`src/rtl/full_adder.sv`:
```
// Registered ripple-carry adder slice for the ALU datapath.
// Sum/c_out/out_valid are registered; WIDTH one-bit cells ripple the carry.

// One-bit combinational full-adder cell.
module full_adder_cell (
    input  logic a,
    input  logic b,
    input  logic c_in,
    output logic s,
    output logic c_out
);
    assign s     = a ^ b ^ c_in;
    assign c_out = (a & b) | (a & c_in) | (b & c_in);
endmodule

module full_adder #(
    parameter int WIDTH = 1
) (
    output logic             c_out,
    output logic [WIDTH-1:0] Sum,
    input  logic [WIDTH-1:0] A,
    input  logic [WIDTH-1:0] B,
    input  logic             c_in,
    input  logic             clk,
    input  logic             rst_n,
    input  logic             in_valid,
    output logic             out_valid
);
    // c[i] is the carry into bit i; c[WIDTH] leaves the slice.
    logic [WIDTH:0]   c;
    logic [WIDTH-1:0] s;

    assign c[0] = c_in;

    // Ripple chain: each cell feeds its carry to the next, no lookahead.
    for (genvar i = 0; i < WIDTH; i++) begin : g_cell
        full_adder_cell u_cell (
            .a     (A[i]),
            .b     (B[i]),
            .c_in  (c[i]),
            .s     (s[i]),
            .c_out (c[i+1])
        );
    end

    // Capture the result when operands are valid; otherwise hold and drop valid.
    always_ff @(posedge clk or negedge rst_n) begin
        if (!rst_n) begin
            Sum       <= '0;
            c_out     <= 1'b0;
            out_valid <= 1'b0;
        end else if (in_valid) begin
            Sum       <= s;
            c_out     <= c[WIDTH];
            out_valid <= 1'b1;
        end else begin
            out_valid <= 1'b0;
        end
    end
endmodule

```
`config.mk`:
```
export PLATFORM = sky130hd
export DESIGN_NAME = full_adder
export DESIGN_NICKNAME = d
export VERILOG_FILES = /design/src/rtl/full_adder.sv
export SDC_FILE = /design/constraint.sdc
export NUM_CORES = 1
export LEC_CHECK = 0
export BUFFER_PORTS_ARGS = -buffer_cell sky130_fd_sc_hd__buf_2
export CELL_PAD_IN_SITES_DETAIL_PLACEMENT = 0
export CELL_PAD_IN_SITES_GLOBAL_PLACEMENT = 1
export CORE_AREA = 5 5 42 44
export DETAILED_ROUTE_END_ITERATION = 10
export DIE_AREA = 0 0 47 49
export PLACE_DENSITY_LB_ADDON = 0.1
export RECOVER_POWER = 100
export SLEW_MARGIN = 10
export SYNTH_ARGS = -nofsm -noshare
export SYNTH_HDL_FRONTEND = slang
export SYNTH_SLANG_ARGS = --single-unit
export TNS_END_PERCENT = 10
```
`constraint.sdc`:
```
create_clock -name clk -period 0.8 [get_ports clk]
set_input_delay 0.08 -clock clk [delete_from_list [all_inputs] [get_ports clk]]
set_output_delay 0.08 -clock clk [all_outputs]
set_load 0.01 [all_outputs]
```
; Word level (Yosys, flattened, before mapping)
; Index checks and enable logic that the tools add are counted.
[classes]
n_addsub = 0
mul = 0
div = 0
magnitude_cmp = 0
eq_ne = 0
shift = 0
n_mux = 1
n_bitwise = 7
n_reduce_logical = 0
[ops]
columns = op, count
row1 = bitwise AND 1 bit, 3
row2 = OR 1 bit, 2
row3 = XOR 1 bit, 2
row4 = two-way mux 1 bit, 1
[totals]
ff_bits = 3
latch_bits = 0
mem_bits_rw = 0
rom_bits = 0
output_inout_bits = 3
mem_count = 0

; Logic depth before layout (Yosys ltp)
; Gate-level depths: netlist (run 1).
[depth]
word_depth = 3
mapped_depth = 2

; By module
; From an unflattened synthesis (run 1), not the netlist that was laid out.
[hier_totals]
cells_unflattened = 6
area_unflattened_um2 = 117.6
[modules_own_cells]
columns = mod, n_inst, cells_each, area_each_um2, seq_area_each_um2
row1 = full_adder, 1, 5, 97.6, 75.1
row2 = full_adder_cell, 1, 1, 20.0, 0.0

; Worst setup path after synthesis (run 1)
; OpenSTA, ideal clock, no wires.
[synth_path]
path_type = input-to-reg
start = in A
end = reg Sum
setup_time_ns = 0.125
t_arrival_ns = 0.781
slack_ns = -0.106
stages = 2
cell_sequence = fa_1 > mux2_2
[synth_via]
elab_chain_cells = 2
[synth_lines]
columns = element, line
row1 = start: declaration, 21  ; input logic [WIDTH-1:0] A,
row2 = XOR 1 bit (2 in series), 12  ; assign s = a ^ b ^ c_in;
row3 = end signal: assignment, 53  ; Sum <= s;
row4 = end: declaration, 20  ; output logic [WIDTH-1:0] Sum,
; No other way between the ends.
; A chain may end at the register's enable or synchronous reset.

; Worst setup path in the final report (run 1)
[layout_path]
start = reg c_out
end = out c_out
[layout_lines]
columns = element, line
row1 = start: declaration, 19  ; output logic c_out,
row2 = start signal: assignment, 54  ; c_out <= c[WIDTH];
; No word-level cell between the ends.

==> results of run 1 <==
## worst paths after layout
check | startpoint | to | cells after the start
max in group asynchronous | rst_n | Sum | 2
worst max-delay path | c_out | c_out | 1
worst min-delay path | in_valid | c_out | 2
worst max register to register | c_out | c_out | 1
worst min register to register | Sum | Sum | 1
min in group asynchronous | rst_n | out_valid | 2
## registers in the layout, summed over array words and instances (netlist names)
signal	cells
c_out	1
out_valid	1
Sum	1
## cell usage in the layout, fill, tap and decap left out
cell           instances
buf_2                  4
dfrtp_1                3
clkbuf_4               3
clkbuf_1               3
mux2_2                 2
dlygate4sd3_1          2
buf_6                  2
fa_1                   1
## cells by family (layout without fill, tap and decap cells)
group	after synthesis	after routing
mux	2	2
fa+ha+maj	1	1
buf+inv	0	14
flops	3	3
## area by class of cell
class,instances,area [um^2]
clock buffer,4,26.3
fill,161,1170
timing repair buffer,10,70.1
multi-input combinational,3,42.5
tap,16,20.0
sequential,3,75.1
## what timing repair did
action	CTS	global route
gates cloned	0	0
endpoints found under the hold margin	4	0
pin swaps	0	1
setup buffers	0	0
setup endpoints to repair	4	4
hold buffers	2	0
resized for setup	1	1
## power groups by stage
stage	Sequential (mW)	Clock, mW	Combinational (mW)
global route	0.185	0.291	0.0966
CTS	0.182	0.285	0.0905
detailed placement	0.182	0	0.0744
global placement	0.182	0	0.0741
finish	0.182	0.268	0.0884
floorplan	0.191	0	0.0199
## stage by stage
step | utilization, % | setup slack, ns
5_1_grt | 16.7 | -0.0594
2_1_floorplan | - | -0.106
6_report | 16.7 | -0.0250
3_5_place_dp | 12.7 | -0.245
3_3_place_gp | 12.7 | -0.245
4_1_cts | 16.4 | -0.0362
## per-layer routing
metal / up-vias / track usage (%) / share of wire (%)
met2: 10 / 3.62 / 34
met4: 0 / 4.15 / 0
met1: 48 / 4.43 / 47
met3: 0 / 3.69 / 18
met5: - / 0 / 0
li1: 48 / - / -
==> impl_metrics.py, run 1 <==
metrics = {
    "place": {
        "placed_cells": 30,
        "gp_congestion": 0.590,
        "port_buffers": 8,
        "place_area_um2": 178,
    },
    "critical_path": {
        "crit_required_ns": 0.72,
        "worst-path-buf-inv": 1,
        "cpPeakStageDelay_ns": 0.38,
        "crit_family": "flip-flops",
        "critPathSlowestCell": "dfrtp_1",
        "worstPathMaxFanout": 2,
        "critPathArrivalTime_ns": 0.75,
        "path_cells": "buf_6",
        "start_kind": "flop",
        "r2r_setup_slack_ns": 0.04,
        "crit_type": "reg2out",
        "crit_path_end_kind": "output pin",
    },
    "yosys": {
        "yosysWarnings": 0,
        "ys_types": 3,
        "yosysSeqAreaShare_pct": 63.8,
        "synth_area_per_cell_um2": 19.6,
        "synth-simple-area-share_pct": 0,
        "syn-cell-area_um2": 118,
        "synth_compound_area_share_pct": 0,
        "synthMuxAreaShare_pct": 19.1,
        "synth_ff_type": "dfrtp_1",
        "yosys.area.top_type": "dfrtp_1",
        "synth_common_cells": "3 x dfrtp_1, 2 x mux2_2, 1 x fa_1",
        "yosys.area_share.xor_xnor_pct": 0,
        "synth_seq_cells": 3,
        "syn_inst": 6,
        "synth-adder-area-share_pct": 17.0,
        "syn-num-nets": 13,
        "synth-edff-count": 0,
        "synth_top_family_by_area": "multiplexers",
        "synth.most_common_cell": "dfrtp_1",
        "yosys-top-cells-area": "dfrtp_1 64%, mux2_2 19%, fa_1 17%",
        "async_flop_share_pct": 100,
        "synth_top_cell_area_share_pct": 63.8,
    },
    "outcome": {
        "status": "finished with violations",
        "violations": "negative setup slack",
    },
    "power_and_ir_drop": {
        "combPwrFrac_pct": 16.4,
        "p_per_area_nw_per_um2": 2300,
        "clkPwrFrac_pct": 49.8,
        "p_total_uw": 539,
        "p_sw_uw": 127,
        "power_report.internal_total_uw": 412,
        "switching_share_pct": 23.5,
        "peakVddDrop_mv": 0.532,
        "p_leak_nw": 0.104,
        "seqPwrFrac_pct": 33.9,
    },
    "floorplan": {
        "dieHeight_um": 49,
        "die_w_um": 47,
        "core_um2": 1400,
        "die-area_um2": 2300,
        "ioPinCount": 9,
        "row_count": 14,
        "initial_core_util_pct": 8.39,
    },
    "global_route": {
        "antenna_found_initial": 0,
        "grt_pass1_wl_um": 579,
        "grt_pass1_vias": 131,
        "grt.overflow.total": 0,
        "grt_max_degree": 4,
        "grt.total_usage_pct": 3.88,
    },
    "worst_hold_path": {
        "hp-class": "in2reg",
    },
    "drt": {
        "vias": 106,
        "wirelength_um": 339,
        "ant_nets": 0,
        "viasPerCell": 2.94,
        "drt_iter0_drc": 2,
        "dr.pass1.iters": 2,
        "wl_per_cell_um": 9.42,
        "drc": 0,
    },
    "cells_and_area": {
        "fin_area_um2": 234,
        "diodes": 0,
        "final_cell_count_no_fill": 36,
        "area_growth_pct": 98.9,
        "drive_above_1_share_pct": 55.0,
        "nets": 28,
    },
    "timing": {
        "max-slew-margin-rel_pct": 88.4,
        "slew_violations": 0,
        "finClkSkew_ns": 0,
        "hold_ws_ns": 0.180,
        "period_share_pct": 103,
        "hold_viol_final": 0,
        "max_freq_ghz": 1.21,
        "tightest_slew_ns": 0.173,
        "tns_ns": -0.0553,
        "layout_min_cycle_time_ns": 0.825,
        "setup_viol": 3,
        "rsz0062_at_grt": "true",
        "layout_setup_ws_ns": -0.0250,
    },
    "clocking": {
        "numCtsBuffers": 3,
        "cts.path.max_buffers": 2,
        "root_buffer": "clkbuf_4",
        "htreeDepth": 1,
        "clock_latency_ns": 0.23,
        "path_clk_slew_ns": 0.04,
        "cts_sinks": 3,
        "cts_tree": "done",
    },
    "run": {
        "cap_violations": 0,
    },
}
(Power assumes the default switching activity.)
==> run 2, diff against run 1 <==
Settings changed: ABC_AREA set to 1, SETUP_SLACK_MARGIN set to 0.5.
==> run 2 against run 1 <==
The flow still finishes with violations (negative setup slack); core utilization fell by 0.27 points; via count rose by 13%; clock skew did not move; sequential power fell by 4%; count of clock-buffer cells in the layout did not move; setup slack improved by 0.0087 ns; register-to-register slack improved by 0.08 ns; global-route usage fell by 0.076 points; critical path depth did not move; clock power fell by 1%; worst hold slack got worse by 0.16 ns; wire length fell by 1.8%.
==> impl_metrics.py, run 2 <==
metrics = {
    "outcome": {
        "status": "finished with violations",
        "violations": "negative setup slack",
    },
    "timing": {
        "tightest_slew_ns": 0.158,
        "rsz0062_at_grt": "true",
        "setup_viol": 2,
        "max-slew-margin-rel_pct": 89.5,
        "tns_ns": -0.0257,
        "hold_viol_final": 0,
        "layout_min_cycle_time_ns": 0.816,
        "finClkSkew_ns": 0,
        "slew_violations": 0,
        "max_freq_ghz": 1.23,
        "layout_setup_ws_ns": -0.0163,
        "hold_ws_ns": 0.0187,
        "period_share_pct": 102,
    },
    "drt": {
        "wl_met1_um": 123,
        "drc": 0,
        "dr.pass1.iters": 1,
        "wl_per_cell_um": 8.12,
        "wl_met3_um": 30,
        "vias": 120,
        "top_layer": "met4",
        "ant_nets": 0,
        "met2_length_um": 142,
        "drt_iter0_drc": 0,
        "viasPerCell": 2.93,
        "wirelength_um": 333,
    },
    "critical_path": {
        "critPathLaunch": "Sum",
        "critPathSlowestCell": "dfrtp_1",
        "worstPathMaxFanout": 2,
        "start_kind": "flop",
        "r2r_start": "c_out",
        "crit_required_ns": 0.72,
        "crit_path_end_kind": "output pin",
        "cpPeakStageDelay_ns": 0.36,
        "path_cells": "buf_2",
        "crit_family": "flip-flops",
        "worst-path-buf-inv": 1,
        "critPathArrivalTime_ns": 0.74,
        "crit_type": "reg2out",
        "r2r_setup_slack_ns": 0.12,
    },
    "yosys": {
        "yosys-top-cells-area": "dfrtp_1 62%, nand2_1 19%, fa_1 16%",
        "yosys.area.top_type": "dfrtp_1",
        "synth-edff-count": 0,
        "syn_inst": 11,
        "synth_ff_type": "dfrtp_1",
        "synth_area_per_cell_um2": 11.0,
        "synth.most_common_cell": "nand2_1",
        "yosysSeqAreaShare_pct": 61.9,
        "syn-num-nets": 18,
        "async_flop_share_pct": 100,
        "synth_common_cells": "6 x nand2_1, 3 x dfrtp_1, 1 x fa_1, 1 x inv_1",
        "syn-cell-area_um2": 121,
        "synth_top_cell_area_share_pct": 61.9,
        "ys_types": 4,
        "synth_seq_cells": 3,
        "yosysWarnings": 0,
    },
    "cells_and_area": {
        "reg_top3": "Sum (1), c_out (1), out_valid (1)",
        "final_cell_mix": "5 x nand2_1, 4 x clkbuf_4, 4 x clkbuf_1, 4 x buf_2, 3 x dfrtp_1",
        "diodes": 0,
        "drive_above_1_share_pct": 40.0,
        "area_growth_pct": 89.7,
        "mostFrequentLayoutCell": "nand2_1",
        "nets": 33,
        "fill_cells": 176,
        "fin_area_um2": 230,
    },
    "clocking": {
        "numCtsBuffers": 3,
        "htreeDepth": 1,
        "root_buffer": "clkbuf_4",
        "cts_hold_buf": 1,
        "clock_latency_ns": 0.23,
        "cts_sinks": 3,
        "cts_tree": "done",
        "cts.path.max_buffers": 2,
        "path_clk_slew_ns": 0.04,
    },
    "worst_hold_path": {
        "hp-start": "in_valid",
        "hp-class": "in2reg",
    },
    "floorplan": {
        "initial_core_util_pct": 8.66,
        "core_um2": 1400,
        "ioPinCount": 9,
        "die-area_um2": 2300,
        "row_count": 14,
        "dieHeight_um": 49,
        "die_w_um": 47,
    },
    "power_and_ir_drop": {
        "p_per_area_nw_per_um2": 2230,
        "peakVddDrop_mv": 0.267,
        "p_leak_nw": 0.116,
        "p_total_uw": 514,
    },
    "place": {
        "place_hpwl_um": 271,
        "port_buffers": 8,
        "place_area_um2": 181,
        "gp_congestion": 0.605,
        "pre_cts_ws_ns": -0.0801,
    },
    "global_route": {
        "grt_pass1_wl_um": 496,
        "grt_max_degree": 5,
        "grt.overflow.total": 0,
        "grt_pass1_vias": 134,
        "grt.total_usage_pct": 3.81,
        "antenna_found_initial": 0,
    },
    "run": {
        "cap_violations": 0,
    },
}
## run 2: cell types whose count changed in the layout (fill, tap and decap cells not counted), sizes merged
cell         change
inv              +1
dlygate4sd3      -1
buf              -1
mux2             -2
clkbuf           +2
nand2            +6
## run 2: final cells by class
class / instances / area (um^2) / area share (%)
repair buffers: 10 / 60.1 / 26.1
well taps: 16 / 20.0 / 8.70
flip-flops and latches: 3 / 75.1 / 32.6
inverters: 1 / 3.75 / 1.63
clock buffers: 4 / 26.3 / 11.4
multi-input cells: 7 / 45.0 / 19.6
## run 2: through the flow
step	utilization, %	cells
6_report	16.4	41
2_1_floorplan	-	11
3_5_place_dp	12.9	35
3_3_place_gp	12.9	35
4_1_cts	16.5	41
5_1_grt	16.4	41
## run 2: timing repair
item	4_1_cts	5_1_grt
endpoints found under the hold margin	4	1
setup buffers	1	0
endpoints found under the setup margin	5	8
gates resized for setup	1	3
pin swaps	4	3
## run 2: cells by family after synthesis
logic type / count (synthesis) / share of synthesized area, %
AND/OR/NAND/NOR: 6 / 18.6
adder cells (fa/ha/maj): 1 / 16.5
flip-flops: 3 / 61.9
buffers and inverters: 1 / 3.09
## run 2: worst paths after layout
kind / to / cells after the start
max in group asynchronous: c_out / 2
min in group asynchronous: out_valid / 2
worst min register to register: Sum / 2
worst max register to register: c_out / 3
worst max-delay path: Sum / 1
worst min-delay path: out_valid / 1
## run 2: routing by layer
layer  global-route usage (%)  vias up
met5                        0        -
met4                     9.68        0
met3                        0        4
met2                     4.52       10
met1                     2.87       47
li1                         -       59
## run 2: power breakdown
| group | internal (mW) | switching, mW | leakage [nW] | total, mW |
|---|---|---|---|---|
| Combinational | 0.0390 | 0.0372 | 0.0653 | 0.0762 |
| Clock | 0.187 | 0.0769 | 0.0150 | 0.264 |
| Sequential | 0.168 | 0.00620 | 0.0360 | 0.174 |
